**src/rtl/scope_capture_ctrl_if.sv**
```systemverilog
// scope_capture_ctrl_if: sampler/display-facing signals of the capture sequencer
interface scope_capture_ctrl_if #(
  parameter int DW = 10
);
  logic [DW-1:0] wave_sample;
  logic freeze;
  logic single;
  logic arm;
  logic frame_ack;
  logic mem_we;
  logic [10:0] mem_waddr;
  logic [DW-1:0] mem_wdata;
  logic [10:0] frame_base;
  logic frame_valid;
  logic auto_trig;
  logic [2:0] state;
  modport master (
    input wave_sample, freeze, single, arm, frame_ack,
    output mem_we, mem_waddr, mem_wdata, frame_base, frame_valid, auto_trig, state
  );
  modport slave (
    output wave_sample, freeze, single, arm, frame_ack,
    input mem_we, mem_waddr, mem_wdata, frame_base, frame_valid, auto_trig, state
  );
endinterface

```
**src/rtl/scope_capture_ctrl.sv**
```systemverilog
// scope_capture_ctrl: circular pre-trigger capture, level/timeout trigger, post fill, frame handshake
module scope_capture_ctrl #(
  parameter int DEPTH = 1280,
  parameter int DW = 10,
  parameter int PRE = 320,
  parameter int LEVEL = 512,
  parameter int HYST = 8,
  parameter int HOLDOFF = 2000
) (
  input logic clk_sample,
  input logic reset,
  scope_capture_ctrl_if.master bus
);
  localparam int AW = 11;
  localparam int TW = $clog2(HOLDOFF + 1);
  localparam logic [AW-1:0] LAST_A = AW'(DEPTH - 1);
  localparam logic [AW-1:0] PRE_A = AW'(PRE);
  localparam logic [AW-1:0] PRE_LAST = AW'(PRE - 1);
  localparam logic [AW-1:0] POST_LAST = AW'(DEPTH - PRE - 2);
  localparam logic [AW-1:0] WRAP_A = AW'(DEPTH - PRE);
  localparam logic [TW-1:0] TMAX = TW'(HOLDOFF - 1);
  localparam logic [DW-1:0] LEVEL_L = DW'(LEVEL);
  localparam logic [DW-1:0] REARM_L = DW'(LEVEL > HYST ? LEVEL - HYST : 0);
  typedef enum logic [2:0] {S_IDLE = 3'd0, S_PRE = 3'd1, S_ARMED = 3'd2, S_POST = 3'd3, S_HOLD = 3'd4} state_t;
  state_t state_q;
  logic [AW-1:0] waddr_q, pre_cnt_q, post_cnt_q, base_next_q, mem_waddr_q, frame_base_q, base_d;
  logic [TW-1:0] tcnt_q;
  logic [DW-1:0] prev_q, mem_wdata_q;
  logic rearm_q, auto_next_q, mem_we_q, frame_valid_q, auto_trig_q;
  logic we_d, lvl_d, tmo_d;
  always_comb begin
    we_d = !bus.freeze && (state_q == S_PRE || state_q == S_ARMED || state_q == S_POST);
    lvl_d = rearm_q && prev_q < LEVEL_L && bus.wave_sample >= LEVEL_L;
    tmo_d = !bus.single && tcnt_q == TMAX;
    base_d = waddr_q >= PRE_A ? waddr_q - PRE_A : waddr_q + WRAP_A;
  end
  always_ff @(posedge clk_sample) begin
    if (reset) begin
      state_q <= S_IDLE;
      waddr_q <= '0;
      pre_cnt_q <= '0;
      post_cnt_q <= '0;
      tcnt_q <= '0;
      base_next_q <= '0;
      auto_next_q <= 1'b0;
      rearm_q <= 1'b0;
      prev_q <= '0;
      mem_we_q <= 1'b0;
      mem_waddr_q <= '0;
      mem_wdata_q <= '0;
      frame_base_q <= '0;
      frame_valid_q <= 1'b0;
      auto_trig_q <= 1'b0;
    end else begin
      mem_we_q <= we_d;
      if (we_d) begin
        mem_waddr_q <= waddr_q;
        mem_wdata_q <= bus.wave_sample;
        waddr_q <= waddr_q == LAST_A ? '0 : waddr_q + 1'b1;
      end
      if (state_q == S_HOLD && bus.frame_ack) frame_valid_q <= 1'b0;
      if (!bus.freeze) begin
        prev_q <= bus.wave_sample;
        case (state_q)
          S_IDLE: if (!bus.single || bus.arm) state_q <= S_PRE;
          S_PRE: begin
            pre_cnt_q <= pre_cnt_q == PRE_LAST ? '0 : pre_cnt_q + 1'b1;
            if (pre_cnt_q == PRE_LAST) begin
              state_q <= S_ARMED;
              rearm_q <= 1'b0;
              tcnt_q <= '0;
            end
          end
          S_ARMED: begin
            if (bus.wave_sample <= REARM_L) rearm_q <= 1'b1;
            if (tcnt_q != TMAX) tcnt_q <= tcnt_q + 1'b1;
            // a level trigger outranks a simultaneous timeout
            if (lvl_d || tmo_d) begin
              base_next_q <= base_d;
              auto_next_q <= !lvl_d;
              state_q <= S_POST;
            end
          end
          S_POST: begin
            post_cnt_q <= post_cnt_q == POST_LAST ? '0 : post_cnt_q + 1'b1;
            if (post_cnt_q == POST_LAST) begin
              state_q <= S_HOLD;
              frame_base_q <= base_next_q;
              auto_trig_q <= auto_next_q;
              frame_valid_q <= 1'b1;
            end
          end
          S_HOLD: if (!frame_valid_q || bus.frame_ack) state_q <= bus.single ? S_IDLE : S_PRE;
          default: state_q <= S_IDLE;
        endcase
      end
    end
  end
  assign bus.mem_we = mem_we_q;
  assign bus.mem_waddr = mem_waddr_q;
  assign bus.mem_wdata = mem_wdata_q;
  assign bus.frame_base = frame_base_q;
  assign bus.frame_valid = frame_valid_q;
  assign bus.auto_trig = auto_trig_q;
  assign bus.state = state_q;
endmodule
```
**src/flat_wrapper.sv**
```systemverilog
// flat-port wrapper written by rule: the top's interface ports become plain ports
module scope_capture_ctrl_flat 
#(
  parameter int DEPTH = 1280,
  parameter int DW = 10,
  parameter int PRE = 320,
  parameter int LEVEL = 512,
  parameter int HYST = 8,
  parameter int HOLDOFF = 2000
)
  (clk_sample, reset, bus_wave_sample, bus_freeze, bus_single, bus_arm, bus_frame_ack, bus_mem_we, bus_mem_waddr, bus_mem_wdata, bus_frame_base, bus_frame_valid, bus_auto_trig, bus_state);
  scope_capture_ctrl_if #(.DW(DW)) bus_i ();
  input logic clk_sample;
  input logic reset;
  input wire logic [$bits(bus_i.wave_sample)-1:0] bus_wave_sample;
  input wire logic [$bits(bus_i.freeze)-1:0] bus_freeze;
  input wire logic [$bits(bus_i.single)-1:0] bus_single;
  input wire logic [$bits(bus_i.arm)-1:0] bus_arm;
  input wire logic [$bits(bus_i.frame_ack)-1:0] bus_frame_ack;
  output wire logic [$bits(bus_i.mem_we)-1:0] bus_mem_we;
  output wire logic [$bits(bus_i.mem_waddr)-1:0] bus_mem_waddr;
  output wire logic [$bits(bus_i.mem_wdata)-1:0] bus_mem_wdata;
  output wire logic [$bits(bus_i.frame_base)-1:0] bus_frame_base;
  output wire logic [$bits(bus_i.frame_valid)-1:0] bus_frame_valid;
  output wire logic [$bits(bus_i.auto_trig)-1:0] bus_auto_trig;
  output wire logic [$bits(bus_i.state)-1:0] bus_state;
  assign bus_i.wave_sample = bus_wave_sample;
  assign bus_i.freeze = bus_freeze;
  assign bus_i.single = bus_single;
  assign bus_i.arm = bus_arm;
  assign bus_i.frame_ack = bus_frame_ack;
  assign bus_mem_we = bus_i.mem_we;
  assign bus_mem_waddr = bus_i.mem_waddr;
  assign bus_mem_wdata = bus_i.mem_wdata;
  assign bus_frame_base = bus_i.frame_base;
  assign bus_frame_valid = bus_i.frame_valid;
  assign bus_auto_trig = bus_i.auto_trig;
  assign bus_state = bus_i.state;
  scope_capture_ctrl #(.DEPTH(DEPTH), .DW(DW), .PRE(PRE), .LEVEL(LEVEL), .HYST(HYST), .HOLDOFF(HOLDOFF)) u_core (.clk_sample(clk_sample), .reset(reset), .bus(bus_i));
endmodule
```
**config.mk**
```make
export PLATFORM = sky130hd
export DESIGN_NAME = scope_capture_ctrl_flat
export DESIGN_NICKNAME = d
export VERILOG_FILES = /design/src/rtl/scope_capture_ctrl_if.sv /design/src/rtl/scope_capture_ctrl.sv /design/src/flat_wrapper.sv
export SDC_FILE = /design/constraint.sdc
export NUM_CORES = 1
export LEC_CHECK = 0
export CELL_PAD_IN_SITES_DETAIL_PLACEMENT = 1
export CELL_PAD_IN_SITES_GLOBAL_PLACEMENT = 1
export CORE_UTILIZATION = 41
export CTS_CLUSTER_SIZE = 14
export DETAILED_ROUTE_END_ITERATION = 8
export PLACE_DENSITY = 0.9
export RECOVER_POWER = 100
export SYNTH_ARGS = -nofsm -noshare
export SYNTH_HDL_FRONTEND = slang
export SYNTH_SLANG_ARGS = --single-unit
```
**constraint.sdc**
```tcl
create_clock -name clk_sample -period 2.5 [get_ports clk_sample]
set_input_delay 0.25 -clock clk_sample [delete_from_list [all_inputs] [get_ports clk_sample]]
set_output_delay 0.25 -clock clk_sample [all_outputs]
set_load 0.01 [all_outputs]
```
==> impl_metrics.toml, run 1 <==
[synth]
ys_ff_latch = 96
synth-edff-count = 0
syn_avg_cell_area_um2 = 8.41
post-synth-top-area-fraction_pct = 44.5
synth_commonest_cells = "dfxtp_1, nand2_1, nor2_1, a21oi_1, nand3_1"
synth_nets = 538
synth.distinct_cells = 57
synthTopCellsByArea = "dfxtp_1, nand2_1, a21oi_1"
ys.flop_type = "dfxtp_1"
netlist_instances = 513
yosysSeqAreaShare_pct = 44.5
syn_area_mm2 = 0.00432
yosysMostFrequentCell = "dfxtp_1"
ys_warn_count = 0
yosysTopAreaCell = "dfxtp_1"
ys_async_sr_fraction_pct = 0

[cells_and_area]
num_antenna_cells = 0
final_util_pct = 50.4
finalNonFillerCells = 707
syn2layout_area_growth_pct = 20.1
fillCellCount = 1239
design_area_mm2 = 0.00518
drive_gt1_share_pct = 6.83
layout.nets = 591
multi_input_area_mm2 = 0.00219
ff_latch_area_mm2 = 0.00192

[grt]
grt_use_total_pct = 21.3
grt_max_degree = 35
grt_first_pass_wirelength_mm = 18.9
antenna_found_initial = 0
grt_overflow = 0
first_global_vias = 4011

[worst_hold_path]
hp-class = "in2reg"
hp-start = "reset"
hold_depth = 2
hold_end = "u_core.post_cnt_q[0]$_SDFFE_PP0P_"

[route]
drt_wl_total_mm = 11.1
drt_iter0_drc = 130
ant_nets = 0
drc = 0
post_drt_via_cell_ratio = 5.44
routedWlPerCell_um = 15.7
detailroute.via_count = 3844
dr.pass1.iters = 6

[critical_path]
r2r-start = "u_core.tcnt_q[0]$_SDFFE_PP0P_"
crit_type = "in2reg"
arrival_ps = 2470
cp_max_fo = 10
regToRegSetupSlack_ps = 300
timing.reg2reg.worst_path_depth = 7
slowest_stage = "nor4b_1"
end_kind = "flop"
r2r-end = "u_core.base_next_q[6]$_SDFFE_PP0P_"
worstPathCellList = "clkdlybuf4s50_1, clkbuf_1, nor4b_1, buf_4, and3_1, nand4_1, xor2_1, nor2_1"
critPathLaunchType = "input pin"
crit_required_ps = 2770
crit_path_max_incr_delay_ps = 630

[sta]
finalClockSkew_ps = 13.8
fmax_ghz = 0.455
tightest_slew_ps = 761
rsz0062_at_grt = "no"
period_share_pct = 88.0
final.setup.tns_ps = 0
layout_setup_ws_ps = 301
fin_crit_ps = 2200
maxSlewHeadroom_pct = 48.9
holdWs_ps = 377
hold_viol_final = 0
setup_viol = 0
drv_slew = 0

[die]
die_h_um = 105
die_x_um = 105
num_rows = 37
dieArea_mm2 = 0.0109
start_util_pct = 42.0
core_area_mm2 = 0.0103
ios = 54

[power]
seqPwrFrac_pct = 53.7
ir_drop_v = 0.000247
switching_share_pct = 24.7
clockPowerShare_pct = 38.4
finalPower_mw = 2.94
p_leak_nw = 1.88
p_per_area_mw_per_mm2 = 568
combPwrFrac_pct = 7.9
power.switching_uw = 727
internal_power_mw = 2.22

[clock_network]
cts_buffers = 9
hold_buffers = 0
cts_max_path_buffers = 2
cts.sinks = 96
h-tree-depth = 3
cts_root_buffer = "clkbuf_8"
cts.repair.resized = 0
clk_pin_slew_worst_paths_ps = 100
cts_tree = "yes"
post_cts_buffers = 0
clock_latency_ps = 380

[place]
dp_cells = 691
port_buffers = 53
gp_congestion = 0.839
hpwl_mm = 7.99
placed_cell_area_mm2 = 0.00501
place_ws_ps = 264

[job]
maxCapViolations = 0

[run_status]
outcome = "finished clean"
-- power groups by stage --
| stage | Sequential, mW | Combinational (mW) | Clock, mW |
|---|---|---|---|
| after detailed placement | 1.62 | 0.245 | 0 |
| final | 1.58 | 0.233 | 1.13 |
| after global routing | 1.58 | 0.256 | 1.20 |
| after floorplan | 1.61 | 0.144 | 0 |
| after CTS | 1.58 | 0.248 | 1.16 |
| after global placement | 1.61 | 0.234 | 0 |
-- flip-flops by register name, indices dropped and copies added, names as in the netlist --
register / cells
u_core.bus.frame_valid: 1
u_core.bus.auto_trig: 1
u_core.bus.mem_we: 1
u_core.bus.mem_waddr: 11
u_core.base_next_q: 11
u_core.post_cnt_q: 11
u_core.waddr_q: 11
u_core.pre_cnt_q: 11
u_core.bus.mem_wdata: 10
u_core.bus.state: 3
u_core.tcnt_q: 11
u_core.auto_next_q: 1
u_core.rearm_q: 1
u_core.prev_q: 1
u_core.bus.frame_base: 11
-- layout by cell type, fill, tap and decap left out, types with 4 or more instances in the layout --
cell type	count
o31ai_1	4
xor2_1	16
xnor2_1	19
clkbuf_8	9
nand4_1	15
inv_1	14
mux2i_1	4
nor2_1	55
buf_4	10
clkdlybuf4s50_1	14
clkbuf_1	6
ha_1	9
dlygate4sd3_1	38
nand4b_1	4
o21ai_0	4
nand3_1	34
nand2_1	89
a21oi_1	54
nor3_1	8
and3_1	7
dfxtp_1	96
nor4_1	4
-- cells by family after synthesis --
group	count (synthesis)	synth area share, %
buffers and inverters	42	4.38
AOI/OAI and AO/OA	82	12.1
muxes	4	0.928
xor gates and xnor gates	35	7.10
DFF	96	44.5
adders and majority gates	9	2.61
and+or+nand+nor	245	28.4
-- per-layer routing --
metal,share of wire [%],track usage (%)
met5,0,0
met2,50,37.2
met4,1.7,8.15
met1,44,25.3
met3,3.8,4.74
-- worst max-delay path, delay by kind of cell --
kind          cells  cell delay, ps
simple gates      4            1060
xor+xnor          1             170
buf+inv           3             990
-- final cells by class --
| class | instances | area share (%) |
|---|---|---|
| clock buffers | 10 | 2.46 |
| clock inverters | 6 | 1.76 |
| inverters | 14 | 1.01 |
| multi-input cells | 375 | 42.3 |
| flip-flops and latches | 96 | 37.1 |
| well taps | 136 | 3.28 |
| repair buffers | 70 | 12.1 |
-- worst max path at each step --
| stage | from | end | slack (ps) | cells past startpoint |
|---|---|---|---|---|
| after floorplan | u_core.bus.state[0]$_SDFFE_PP0P_ | u_core.tcnt_q[9]$_SDFFE_PP0P_ | 700 | 6 |
| after global placement | bus_freeze | u_core.tcnt_q[9]$_SDFFE_PP0P_ | 340 | 7 |
| after detailed placement | bus_freeze | u_core.tcnt_q[9]$_SDFFE_PP0P_ | 260 | 7 |
| after CTS | u_core.tcnt_q[0]$_SDFFE_PP0P_ | u_core.base_next_q[6]$_SDFFE_PP0P_ | 350 | 7 |
| after global routing | bus_freeze | u_core.pre_cnt_q[9]$_SDFFE_PP0P_ | 90 | 8 |
| final | bus_freeze | u_core.pre_cnt_q[9]$_SDFFE_PP0P_ | 300 | 8 |
Power figures use the tool's default switching activity.
==> inputs of run 2 (changes only) <==
--- a/config.mk
+++ b/config.mk
@@ -5,12 +5,10 @@
 export SDC_FILE = /design/constraint.sdc
 export NUM_CORES = 1
 export LEC_CHECK = 0
-export CELL_PAD_IN_SITES_DETAIL_PLACEMENT = 1
-export CELL_PAD_IN_SITES_GLOBAL_PLACEMENT = 1
-export CORE_UTILIZATION = 41
+export CORE_UTILIZATION = 46
 export CTS_CLUSTER_SIZE = 14
 export DETAILED_ROUTE_END_ITERATION = 8
-export PLACE_DENSITY = 0.9
+export PLACE_DENSITY = 0.79
 export RECOVER_POWER = 100
 export SYNTH_ARGS = -nofsm -noshare
 export SYNTH_HDL_FRONTEND = slang
==> run 2 against run 1 <==
  * First-iteration DRC count down 8.5%
  * Utilization up 7.0 points
  * Largest cell class unchanged
  * Highest routed layer unchanged
  * Clock power decreased by 15%
==> impl_metrics.toml, run 2 (synthesis gave the netlist of run 1 again) <==
[clock_network]
cts.sinks = 96
clk_pin_slew_worst_paths_ps = 100
hold_buffers = 0
cts_tree = "yes"
post_cts_buffers = 0
cts.repair.resized = 0
clock_latency_ps = 360
cts_max_path_buffers = 2
cts_root_buffer = "clkbuf_8"
h-tree-depth = 3
cts_buffers = 9

[die]
start_util_pct = 48.6
ios = 54
core_area_mm2 = 0.00889
dieArea_mm2 = 0.00978
die_x_um = 98.9
num_rows = 34
die_h_um = 98.9

[sta]
tightest_slew_ps = 855
holdWs_ps = 331
drv_slew = 0
final.setup.tns_ps = 0
fin_crit_ps = 2170
hold_viol_final = 0
finalClockSkew_ps = 16.6
setup_viol = 0
rsz0062_at_grt = "no"
fmax_ghz = 0.461
period_share_pct = 86.7
maxSlewHeadroom_pct = 43.0

[cells_and_area]
num_antenna_cells = 0
multi_input_area_mm2 = 0.00220
design_area_mm2 = 0.00511
final_cell_mix = "dfxtp_1, nand2_1, nor2_1"
drive_gt1_share_pct = 6.50
layout.nets = 589
ff_latch_area_mm2 = 0.00192
layout_commonest_cell = "dfxtp_1"
syn2layout_area_growth_pct = 18.4
fillCellCount = 812

[critical_path]
crit_type = "in2reg"
crit_required_ps = 2710
cp_max_fo = 20
end_kind = "flop"
critPathLaunchType = "input pin"
arrival_ps = 2380

[route]
dr.pass1.iters = 4
post_drt_via_cell_ratio = 5.52
detailroute.via_count = 3735
routedWlPerCell_um = 14.1
drt_iter0_drc = 119
ant_nets = 0
drc = 0
drt_wl_total_mm = 9.52

[place]
gp_congestion = 0.857
hpwl_mm = 6.72
port_buffers = 53
placed_cell_area_mm2 = 0.00496

[power]
p_leak_nw = 1.84
ir_drop_v = 0.000294
p_per_area_mw_per_mm2 = 541

[grt]
met2_usage_pct = 34.4
grtUsageMet1_pct = 26.2
grt_use_total_pct = 20.8
first_global_vias = 3653
antenna_found_initial = 0
grt_overflow = 0
grt_max_degree = 27
use_met3_pct = 5.25
top_usage_layer = "met2"
grt_first_pass_wirelength_mm = 16.6

[job]
maxCapViolations = 0

[run_status]
outcome = "finished clean"

[worst_hold_path]
hp-class = "in2reg"
[run 2: changes by cell type in the layout (fill, tap and decap cells not counted)]
cell / before / now
nor4_2: 1 / 0
buf_4: 10 / 8
nor4b_4: 1 / 2
inv_8: 0 / 1
inv_6: 2 / 1
clkinv_2: 1 / 0
clkinv_4: 1 / 0
clkinvlp_4: 0 / 4
nor4b_1: 2 / 1
clkbuf_8: 9 / 10
nor4_1: 4 / 5
bufinv_16: 2 / 0
clkbuf_2: 2 / 1
[run 2: worst paths after layout]
kind | start | to | slack (ps) | cells after the start
hold reg to reg | u_core.bus.frame_base[7]$_SDFFE_PP0P_ | u_core.bus.frame_base[7]$_SDFFE_PP0P_ | 460 | 2
setup / recovery | bus_freeze | u_core.tcnt_q[1]$_SDFFE_PP0P_ | 330 | 7
hold / removal | reset | u_core.pre_cnt_q[10]$_SDFFE_PP0P_ | 330 | 2
setup reg to reg | u_core.bus.state[0]$_SDFFE_PP0P_ | u_core.tcnt_q[1]$_SDFFE_PP0P_ | 330 | 5
[run 2: worst max-delay path: stages]
cell and delay (ps):
clkdlybuf4s50_1 410, clkbuf_1 300, nor4b_4 380, nand4_4 170, nand2_1 100, clkbuf_1 650
nor2_1 110
[run 2: routing by layer]
| layer | share of wire (%) | vias to the layer above |
|---|---|---|
| met4 | 1.8 | 0 |
| met5 | 0 | - |
| met3 | 4.9 | 17 |
| met1 | 48 | 1766 |
| li1 | - | 1873 |
| met2 | 46 | 79 |
[run 2: where the power goes]
part | internal (mW) | total, mW | switching [mW]
clock network | 0.399 | 0.958 | 0.559
logic | 0.0940 | 0.226 | 0.132
registers | 1.55 | 1.58 | 0.0283
total | 2.04 | 2.76 | 0.720
[run 2: layout make-up]
cell class / count / share of cell area [%]
Sequential cell: 96 / 37.6
Inverter: 14 / 1.03
Clock buffer: 10 / 2.69
Multi-Input combinational cell: 375 / 43.0
Tap cell: 108 / 2.64
Timing Repair Buffer: 68 / 12.0
Clock inverter: 6 / 0.979
[run 2: stage by stage]
| step | util [%] | instances | worst slack (ps) | power, mW |
|---|---|---|---|---|
| after detailed placement | 55.8 | 661 | 327 | 1.85 |
| after global placement | 55.8 | 661 | 370 | 1.85 |
| final | 57.5 | 677 | 333 | 2.76 |
| after floorplan | - | 513 | 697 | 1.76 |
| after CTS | 57.9 | 677 | 428 | 2.79 |
| after global routing | 57.5 | 677 | 125 | 2.88 |
==> inputs of run 3 (changes only) <==
--- a/config.mk
+++ b/config.mk
@@ -8,6 +8,7 @@
 export CORE_UTILIZATION = 46
 export CTS_CLUSTER_SIZE = 14
 export DETAILED_ROUTE_END_ITERATION = 8
+export GPL_TIMING_DRIVEN = 1
 export PLACE_DENSITY = 0.79
 export RECOVER_POWER = 100
 export SYNTH_ARGS = -nofsm -noshare
==> results of run 3 <==
The final DEF is identical to that of run 2; final timing and power are the same.
